### src/rtl/lock_pkg.sv
// Shared types and widths for the digital lock controller.
package lock_pkg;

    typedef enum logic [1:0] {
        LOCKED   = 2'd0,
        UNLOCKED = 2'd1,
        SET_NEW  = 2'd2,
        LOCKOUT  = 2'd3
    } lock_state_t;

    localparam int DIGIT_W    = 4;
    localparam int NUM_DIGITS = 3;
    localparam int PASS_W     = 12;
    localparam int CNT_W      = 2;

    localparam logic [PASS_W-1:0] DEF_PASS = 12'h123;

endpackage

### src/rtl/digit_buf.sv
// Three-digit BCD entry buffer; new digits shift in at the low end.
module digit_buf
    import lock_pkg::*;
(
    input  logic               clk,
    input  logic               rst,
    input  logic               shift,
    input  logic               clear,
    input  logic [DIGIT_W-1:0] digit,
    output logic [PASS_W-1:0]  buffer,
    output logic [CNT_W-1:0]   entry_cnt
);

    logic accept;

    // Non-BCD codes and digits past the third are dropped silently.
    assign accept = shift && (digit <= 4'd9) && (entry_cnt < CNT_W'(NUM_DIGITS));

    always_ff @(posedge clk) begin
        if (rst || clear) begin
            buffer    <= '0;
            entry_cnt <= '0;
        end else if (accept) begin
            buffer    <= {buffer[PASS_W-DIGIT_W-1:0], digit};
            entry_cnt <= entry_cnt + CNT_W'(1);
        end
    end

endmodule

### src/rtl/lock_ctrl.sv
// Lock sequencer: code entry, password register, fail lockout and auto-relock.
module lock_ctrl
    import lock_pkg::*;
#(
    parameter logic [PASS_W-1:0] PASS_DEFAULT     = DEF_PASS,
    parameter int                MAX_FAIL         = 3,
    parameter int                LOCKOUT_CYCLES   = 1000,
    parameter int                AUTO_LOCK_CYCLES = 0
) (
    input  logic               clk,
    input  logic               rst,
    input  logic               digit_valid,
    input  logic [DIGIT_W-1:0] digit,
    input  logic               enter,
    input  logic               lock_req,
    input  logic               set_req,
    input  logic               mode_def,
    output logic               lock,
    output logic               alarm,
    output logic               setting,
    output logic [CNT_W-1:0]   entry_cnt,
    output logic [PASS_W-1:0]  password
);

    localparam int TMR_W  = $clog2(LOCKOUT_CYCLES + 1);
    localparam int IDLE_W = $clog2(AUTO_LOCK_CYCLES + 2);
    localparam logic [IDLE_W-1:0] IDLE_RELOAD = IDLE_W'(AUTO_LOCK_CYCLES);

    lock_state_t       state;
    logic [2:0]        fail_cnt;
    logic [2:0]        fail_nxt;
    logic [TMR_W-1:0]  tmr;
    logic [IDLE_W-1:0] idle;
    logic [PASS_W-1:0] buffer;
    logic              in_entry;
    logic              buf_shift;
    logic              buf_clear;
    logic              full;
    logic              match;
    logic              activity;
    logic              idle_done;

    assign in_entry  = (state == LOCKED) || (state == SET_NEW);
    // enter wins over a same-cycle digit
    assign buf_shift = in_entry && digit_valid && !enter;
    assign buf_clear = (in_entry && enter)
                     || (state == SET_NEW && lock_req)
                     || (state == UNLOCKED && set_req && !mode_def);

    assign full      = (entry_cnt == CNT_W'(NUM_DIGITS));
    assign match     = full && (buffer == password);
    assign fail_nxt  = (fail_cnt == 3'd7) ? 3'd7 : fail_cnt + 3'd1;
    assign activity  = digit_valid || enter || lock_req || set_req || mode_def;
    assign idle_done = (AUTO_LOCK_CYCLES > 0) && (idle == IDLE_W'(1));

    digit_buf u_buf (
        .clk       (clk),
        .rst       (rst),
        .shift     (buf_shift),
        .clear     (buf_clear),
        .digit     (digit),
        .buffer    (buffer),
        .entry_cnt (entry_cnt)
    );

    always_ff @(posedge clk) begin
        if (rst) begin
            state    <= LOCKED;
            fail_cnt <= '0;
            tmr      <= '0;
            idle     <= '0;
            password <= PASS_DEFAULT;
            lock     <= 1'b1;
            alarm    <= 1'b0;
            setting  <= 1'b0;
        end else begin
            case (state)
                LOCKED: begin
                    if (enter) begin
                        if (match) begin
                            state    <= UNLOCKED;
                            lock     <= 1'b0;
                            fail_cnt <= '0;
                            idle     <= IDLE_RELOAD;
                        end else begin
                            fail_cnt <= fail_nxt;
                            if (fail_nxt >= 3'(MAX_FAIL)) begin
                                state <= LOCKOUT;
                                alarm <= 1'b1;
                                tmr   <= TMR_W'(LOCKOUT_CYCLES);
                            end
                        end
                    end
                end
                UNLOCKED: begin
                    if (activity)
                        idle <= IDLE_RELOAD;
                    else if (idle != '0)
                        idle <= idle - IDLE_W'(1);

                    if (mode_def) begin
                        password <= PASS_DEFAULT;
                    end else if (set_req) begin
                        state   <= SET_NEW;
                        setting <= 1'b1;
                    end else if (lock_req || (!activity && idle_done)) begin
                        state <= LOCKED;
                        lock  <= 1'b1;
                    end
                end
                SET_NEW: begin
                    if (enter) begin
                        // a short entry aborts and keeps the old password
                        if (full)
                            password <= buffer;
                        state   <= UNLOCKED;
                        setting <= 1'b0;
                        idle    <= IDLE_RELOAD;
                    end else if (lock_req) begin
                        state   <= LOCKED;
                        lock    <= 1'b1;
                        setting <= 1'b0;
                    end
                end
                LOCKOUT: begin
                    if (tmr <= TMR_W'(1)) begin
                        state    <= LOCKED;
                        alarm    <= 1'b0;
                        fail_cnt <= '0;
                        tmr      <= '0;
                    end else begin
                        tmr <= tmr - TMR_W'(1);
                    end
                end
                default: begin
                    state <= LOCKED;
                    lock  <= 1'b1;
                end
            endcase
        end
    end

endmodule
### config.mk
export PLATFORM = sky130hd
export DESIGN_NAME = lock_ctrl
export DESIGN_NICKNAME = d
export VERILOG_FILES = /design/src/rtl/lock_pkg.sv /design/src/rtl/digit_buf.sv /design/src/rtl/lock_ctrl.sv
export SDC_FILE = /design/constraint.sdc
export NUM_CORES = 1
export LEC_CHECK = 0
export CAP_MARGIN = 20
export CORE_UTILIZATION = 56
export CTS_CLUSTER_SIZE = 8
export DETAILED_ROUTE_END_ITERATION = 6
export HOLD_SLACK_MARGIN = 0.08
export PLACE_DENSITY_LB_ADDON = 0.3
export REMOVE_ABC_BUFFERS = 1
export SLEW_MARGIN = 10
export SYNTH_ARGS = -nofsm -noshare
export SYNTH_HDL_FRONTEND = slang
export SYNTH_SLANG_ARGS = --single-unit
### constraint.sdc
create_clock -name clk -period 2.6 [get_ports clk]
set_input_delay 0.39 -clock clk [delete_from_list [all_inputs] [get_ports clk]]
set_output_delay 0.39 -clock clk [all_outputs]
set_load 0.01 [all_outputs]
* After elaboration in Yosys (flattened, before gate mapping)
Cells that the tools add are included.
** Cells by class
- Add/subtract/negate cells :: 3
- Order comparisons :: 4
- Equal/unequal tests :: 20
- Muxes and demuxes :: 40
- Reductions and logical operators :: 26
** Operators by type and width (number)
- 10-bit two-way mux :: 4
- 12-bit two-way mux :: 3
- 12-bit one-hot mux with 2 select lines :: 1
- 2-bit inequality test (second input constant) :: 11
- 10-bit one-hot mux with 2 select lines :: 1
- 2-bit two-way mux :: 8
- 4-bit AND reduction :: 4
- 1-bit two-way mux :: 14
- 12-bit == test :: 1
- 3-bit two-way mux :: 4
- 10-bit by 1-bit less-or-equal comparator with 1-bit output (second input constant) :: 1
- 10-bit by 1-bit subtractor with 10-bit output (second input constant) :: 1
- 1-bit logical AND :: 9
- 2-bit one-hot mux with 4 select lines :: 1
- 2-bit == test (second input constant) :: 3
- 3-bit one-hot mux with 2 select lines :: 1
- 6-bit AND reduction :: 1
- 5-bit AND reduction :: 1
- 4-bit less-or-equal comparator (second input constant) :: 1
- 1-bit logical OR :: 4
- 1-bit one-hot mux with 2 select lines :: 2
- 2-bit nonzero test :: 2
- 3-bit by 1-bit adder with 3-bit output (second input constant) :: 1
- 3-bit == test (second input constant) :: 1
- other kinds (12) :: 13
** Word-level totals
- Flip-flop bits (word level) :: 44
- Bits of input ports :: 11
- Output and inout bits :: 17

* Depth between registers and ports, before layout
Gate-level depths: netlist of run 1.
- Word-level depth :: 7
- Mapped depth :: 9
- Mapped depth without buffers :: 7

* Modules after synthesis
From an unflattened synthesis of run 1, not the netlist that was laid out.
** Second synthesis, totals
- Cell total of the unflattened synthesis :: 295
- Area, all modules :: 2391.0 um^2
** By module, submodules not included
- lock_ctrl :: instances 1, cells an instance 229, area each 1808.0 um^2, seq. area each 600.6 um^2
- digit_buf :: instances 1, cells an instance 66, area each 583.1 um^2, seq. area each 280.3 um^2

* Worst setup path before layout of run 1
OpenSTA, ideal clock, no wires.
- Path type :: reg-to-reg
- Start :: reg state[0]
- End :: reg u_buf.buffer[10]
- Setup time :: 128 ps
- Arrival :: 1907 ps
- Required time :: 2472 ps
- Slack :: 566 ps
- Cell stages (with the launch flop) :: 8
- Path buffers :: 2
- Cell sequence :: dfxtp_1 -> inv_1 -> ha_1 -> clkbuf_1 -> o2111ai_1 -> buf_2 -> mux2i_1 -> nor2_1
** Between the ends
- Word-level cells in the longest chain between the ends :: 6
** RTL lines
- from (decl) :: line lock_ctrl.sv:29 : lock_state_t state;
- from (signal assigned) :: line lock_ctrl.sv:68 : state <= LOCKED;
- from (signal assigned) :: line lock_ctrl.sv:81 : state <= UNLOCKED;
- from (signal assigned) :: line lock_ctrl.sv:88 : state <= LOCKOUT;
- 2-bit == test / 2-bit zero test (equally long branches) :: line lock_ctrl.sv:43, lock_ctrl.sv:47
- 1-bit logical OR :: line lock_ctrl.sv:43 : assign in_entry = (state == LOCKED) || (state == SET_NEW);
- 1-bit logical AND, on equally long branches :: line lock_ctrl.sv:45, lock_ctrl.sv:46
- 1-bit logical AND / 1-bit logical OR (equally long branches) :: line lock_ctrl.sv:45, lock_ctrl.sv:47
- 1-bit logical AND / 1-bit logical OR (equally long branches) :: line digit_buf.sv:17, lock_ctrl.sv:48
- 1-bit logical AND / 1-bit logical OR (equally long branches) :: line digit_buf.sv:17, digit_buf.sv:20
- to (signal assigned) :: line digit_buf.sv:24 : buffer <= {buffer[PASS_W-DIGIT_W-1:0], digit};
- to (decl) :: line digit_buf.sv:10 : output logic [PASS_W-1:0] buffer,
Parallel ways exist; a longest one is shown, timed or not.
A chain may end at the register's enable or synchronous reset.

* Worst setup path after layout of run 1
- Start :: reg state[0]
- End :: reg tmr[2]
** Between the ends
- Word-level cells in the longest chain between the ends :: 3
** RTL lines
- 2-bit zero test / 2-bit == test (equally long branches) :: line lock_ctrl.sv:77 : case (state)
- 2-bit by 1-bit inequality test with 1-bit output (no source line) (tied with other cells)
- 4-bit AND reduction (no source line)
- to (signal assigned) :: line lock_ctrl.sv:90 : tmr <= TMR_W'(LOCKOUT_CYCLES);
- to (signal assigned) :: line lock_ctrl.sv:132 : tmr <= tmr - TMR_W'(1);
- to (decl) :: line lock_ctrl.sv:32 : logic [TMR_W-1:0] tmr;
Parallel ways exist; a longest one is shown, timed or not.

==> results_dict.tcl, run 1 <==
set metrics [dict create \
    status "completed" \
    fin_worst_skew_ps 3.21 \
    synth-main-ff-cell "dfxtp_1" \
    cts-buffers-inserted 5 \
    final-hold-violation-count 0 \
    layout.nets 334 \
    maxSlewHeadroom_pct 60.3 \
    crit_family "compound AO/OA/AOI/OAI gates" \
    drtIter0Drc 141 \
    powerDensity_mw_per_mm2 804 \
    yosysSeqAreaShare_pct 36.3 \
    path_clk_slew_ps 90 \
    timing.hold.ws_ps 482 \
    max-vdd-ir-drop_uv 620 \
    diodes 0 \
    grt_overflow 0 \
    wl_met2_mm 2.82 \
    crit_buf_inv 1 \
    drv_slew 0 \
    drive_gt1_share_pct 8.25 \
    m1WireLength_mm 2.64 \
    final_cells 365 \
    cp_cell_sequence "inv_1 -> ha_1 -> nand2b_1 -> a32o_1 -> or2_0 -> o41ai_1" \
    wl_met3_um 227 \
    dr.pass1.iters 4 \
    synth-seq-cells 44 \
    maxUsedRoutingLayer "met4" \
    syn_area_per_cell_sq_um 8.47 \
    critical_path_class "reg2reg" \
    yosys.area.top_type_share_pct 36.3 \
    final_antenna_net_count 0 \
    grt_pass1_vias 1960 \
    cp_data_required_time_ps 2800 \
    fmax_mhz 431 \
    synth_cell_types 53 \
    yosysWarnings 0 \
    drv_cap 0 \
    synthCells 287 \
    die_width_um 67.9 \
    mostFrequentLayoutCells "dfxtp_1 (44), nor2_1 (30), clkdlybuf4s50_1 (27)" \
    place_ws_ps 321 \
    r2r_setup_slack_ps 280 \
    p_total_w 0.00233 \
    dp_hpwl_mm 4.09 \
    syn_area_sq_mm 0.00243 \
    routed_wl_mm 5.77 \
    fin_setup_tns_ps 0 \
    dieArea_sq_mm 0.00461 \
    rows 23 \
    fin_crit_sh_pct 89.2 \
    worst_pin_slew_ps 596 \
    track_usage_pct 26.8 \
    mostFrequentLayoutCell "dfxtp_1" \
    switchingPower_w 0.000878 \
    drc 0 \
    syn_to_final_growth_pct 19.4 \
    grt_pass1_wl_mm 9.07 \
    placed_cells 357 \
    async_flop_share_pct 0 \
    fin_crit_ps 2320 \
    cts_resized 0 \
    fp.dieH_um 67.9 \
    cp_max_fo 15 \
    cp-end-kind "flip-flop" \
    portBuffers 27 \
    cpMaxStageDelayCell "or2_0" \
    vias 2204 \
    root_buffer "clkbuf_8" \
    gp_congestion 0.881 \
    h-tree-depth 2 \
    postCtsSetupBuffers 0 \
    crit_path_start_kind "flip-flop" \
    start_util_pct 59.5 \
    clk_latency_ps 300 \
    cts-hold-fix-buffers 0 \
    netlist_top_cells_area "dfxtp_1 (36%), mux2i_1 (5.4%), a21oi_1 (5.1%), ha_1 (4.6%), nor2_1 (4.6%)" \
    cts_tree "yes" \
    grt_max_degree 25 \
    drt-vias-per-instance 6.04 \
    avgRoutedWirePerCell_um 15.8 \
    cp.arrival_ps 2520 \
    p_int_w 0.00145 \
    p_seq_share_pct 35.4 \
    clkPwrFrac_pct 24.2 \
    p_leak_nw 1.10 \
    synth_area_leader_cell "dfxtp_1" \
    switching_share_pct 37.6 \
    max_stage_delay_ps 420 \
    cts.sinks 44 \
    setup_viol 0 \
    antenna_found_initial 0 \
    core-area_sq_mm 0.00409 \
    io_pins 28 \
    rsz0062_at_grt "no" \
    clk_path_buf_depth 2 \
    setup_ws_ps 280 \
    min_path_type "reg2reg" \
    synth_edf_count 0 \
    power_frac_comb_pct 40.3 \
]
## cells in the mapped netlist, types with 7 or more instances
master,instances
dfxtp_1,44
nor2_1,30
a21oi_1,25
nand2_1,16
nand3_1,14
clkbuf_1,13
inv_1,13
mux2i_1,13
xnor2_1,12
nand2b_1,11
ha_1,9
o21ai_0,9
o311ai_0,7
o31ai_1,7
## metal layers
layer | global-route usage, % | vias up
met5 | 0 | -
met4 | 8.85 | 0
met3 | 4.67 | 7
met2 | 46.5 | 46
met1 | 33.3 | 1045
li1 | - | 1106
## power by group through the flow
stage | clock network [W] | logic, W | registers, W
floorplan | 0 | 0.000652 | 0.000836
global placement | 0 | 0.000912 | 0.000838
detailed placement | 0 | 0.000923 | 0.000842
CTS | 0.000569 | 0.000929 | 0.000826
global route | 0.000593 | 0.00104 | 0.000839
finish | 0.000566 | 0.000941 | 0.000827
## final timing paths
kind | start | endpoint | cells past startpoint
setup reg to reg | state[0] | tmr[2] | 6
hold reg to reg | fail_cnt[1] | fail_cnt[1] | 2
setup / recovery | state[0] | tmr[2] | 6
hold / removal | fail_cnt[1] | fail_cnt[1] | 2
## registers in the layout, indices dropped and copies added, names as in the netlist
signal / count
password: 12
u_buf.buffer: 12
tmr: 10
fail_cnt: 3
state: 2
u_buf.entry_cnt: 2
alarm: 1
lock: 1
setting: 1
## layout make-up
cell class,count,area (sq um)
multi-input cells,214,1450
clock buffers,6,82.6
repair buffers,36,338
clock inverters,2,38.8
flip-flops and latches,44,881
inverters,13,48.8
fillers,346,1190
well taps,50,62.6
## per-stage QoR
step | cell area [sq um] | util, %
after floorplan | 2370 | -
after global placement | 2780 | 68.0
after detailed placement | 2780 | 68.0
after CTS | 2900 | 71.0
after global routing | 2900 | 71.0
final | 2900 | 71.0
## kinds of logic after synthesis
kind of cell / after synthesis / share of synthesized area, %
AO/OA/AOI/OAI: 77 / 22.5
buffers and inverters: 29 / 4.58
AND/OR/NAND/NOR: 100 / 21.1
multiplexers: 15 / 6.28
XOR/XNOR: 13 / 4.69
flip-flops: 44 / 36.3
adder cells (fa/ha/maj): 9 / 4.63
## worst reg2reg max path, cell delays in order (launching register included)
cell and delay (ps):
dfxtp_1 390, inv_1 110, ha_1 310, nand2b_1 210
a32o_1 370, or2_0 420, o41ai_1 410
No activity file was read; power rests on OpenSTA's default activity.
==> inputs of run 2 (changes only) <==
- CAP_MARGIN: 20 -> 30
==> results of run 2 <==
Final layout, timing and power as in run 1 (identical DEF).
==> patch (flow settings as in run 2) <==
Re-encode `lock_state_t` (4 states) as one-hot, 4 bits wide.
--- a/src/rtl/lock_pkg.sv
+++ b/src/rtl/lock_pkg.sv
@@ -2,9 +2,9 @@
 package lock_pkg;
 
-    typedef enum logic [1:0] {
-        LOCKED   = 2'd0,
-        UNLOCKED = 2'd1,
-        SET_NEW  = 2'd2,
-        LOCKOUT  = 2'd3
+    typedef enum logic [3:0] {
+        LOCKED   = 4'b0001,
+        UNLOCKED = 4'b0010,
+        SET_NEW  = 4'b0100,
+        LOCKOUT  = 4'b1000
     } lock_state_t;
 
Formal check against the unedited RTL: same outputs for any inputs over 10 cycles, from zero or initial values and one cycle with rst high; not proved beyond that.
==> patch against run 2 <==
- area after synthesis up 1.2%
- global-route usage up 0.55 points
- hold slack worse by 0.00091 ns
- via count up 4.9%
- sequential power down 2%
- setup slack better by 0.067 ns
- critical endpoint is now u_buf.buffer[1]
- total power down 25%
- maximum frequency up 3.0%
- largest cell class unchanged
- critical path depth down 1
- sequential cell count up 2
- critical path type unchanged
- combinational power down 49%
- routed wire length up 1.5%
- design area down 1.9%
==> patch: results (changes against run 2) <==
outcome completed (unchanged); skew final 0.006990 ns (was 0.003207 ns); top area cells in the synthesized netlist dfxtp_1 (37%), a21oi_1 (6.5%), nand2_1 (4.4%) (was dfxtp_1 (36%), mux2i_1 (5.4%), a21oi_1 (5.1%)); Inserted Diodes 0 (unchanged); Crit Path Max Fanout 13 (was 15); Main synth FF type dfxtp_1 (unchanged); Critical Path AT 2.43 ns (was 2.52 ns); routed wire length 5857 um (was 5768 um); dpl hpwl 4145 um (was 4085 um); hold_ws 0.4812 ns (was 0.4821 ns); Int Pwr 1170 uW (was 1455 uW); Leak 0.001022 uW (was 0.001096 uW); pre-CTS WS 0.3815 ns (was 0.3209 ns); vias in the first global route 2071 (was 1960); post-synth cell types 51 (was 53); critical path startpoint state[0] (unchanged); first-pass GRT wire length 9432 um (was 9066 um); largest net degree at the start of global routing 20 (was 25); Slew HR 0.4834 (was 0.6029); synthesized instance count 298 (was 287); Final min period 2.253 ns (was 2.320 ns); Commonest cells post-synth dfxtp_1 (46), a21oi_1 (32), nand2_1 (29) (was dfxtp_1 (44), nor2_1 (30), a21oi_1 (25)); sequential-to-total area share from yosys stat 0.3744 (was 0.3625); Reg2Reg Setup Slack 0.35 ns (was 0.28 ns); maximum vdd drop 352.1 uV (was 620.0 uV); Crit-path slowest cell or4b_4 (was or2_0); via density per instance 6.196 (was 6.038); Max stage delay on crit path 0.58 ns (was 0.42 ns); total number of vias 2311 (was 2204); r2r worst-path depth 5 (was 6); gr usage total 0.2733 (was 0.2678); DRT iter0 DRCs 172 (was 141); Cells after DPL 365 (was 357); share of cells above drive strength 1 0.08978 (was 0.08254)
[patch: changes by cell type after synthesis, moves of 4 or more]
cell / run 2 / this run
nor3_1: 4 / 18
nand2_1: 16 / 29
a21oi_1: 25 / 32
inv_1: 13 / 6
o311ai_0: 7 / 0
nand2b_1: 11 / 5
ha_1: 9 / 4
clkbuf_1: 13 / 9
o31ai_1: 7 / 3
[patch: final cells by class]
cell class / count / area (um^2) / share of cell area
Multi-Input combinational cell: 228 / 1416 / 0.4980
Sequential cell: 46 / 920.9 / 0.3238
Timing Repair Buffer: 35 / 330.3 / 0.1161
Clock buffer: 7 / 86.33 / 0.03036
Tap cell: 50 / 62.56 / 0.02200
Inverter: 6 / 22.52 / 0.007919
Clock inverter: 1 / 5.005 / 0.001760
[patch: per-layer routing]
layer | track usage | wire length [um]
met1 | 0.3397 | 2712
met2 | 0.4596 | 2763
met3 | 0.06167 | 288
met4 | 0.09375 | 93
met5 | 0 | 0
[patch: worst max path at each step]
stage | endpoint | cells past startpoint
finish | u_buf.buffer[1] | 5
CTS | u_buf.buffer[1] | 5
floorplan | password[10] | 5
global route | u_buf.buffer[1] | 5
detailed placement | u_buf.buffer[1] | 5
global placement | u_buf.buffer[2] | 5
[patch: cells by family after synthesis]
| logic type | Yosys count | synth area share |
|---|---|---|
| AO/OA/AOI/OAI | 75 | 0.2004 |
| AND/OR/NAND/NOR | 126 | 0.2681 |
| flip-flops | 46 | 0.3744 |
| XOR/XNOR | 13 | 0.04629 |
| buffers and inverters | 24 | 0.04984 |
| multiplexers | 10 | 0.04069 |
| adder cells (fa/ha/maj) | 4 | 0.02035 |
[patch: power groups by stage]
stage,clock network (uW),registers (uW),logic (uW)
floorplan,0,819,334
global placement,0,827,466
detailed placement,0,830,474
CTS,455,813,477
global route,482,823,538
finish,449,814,480
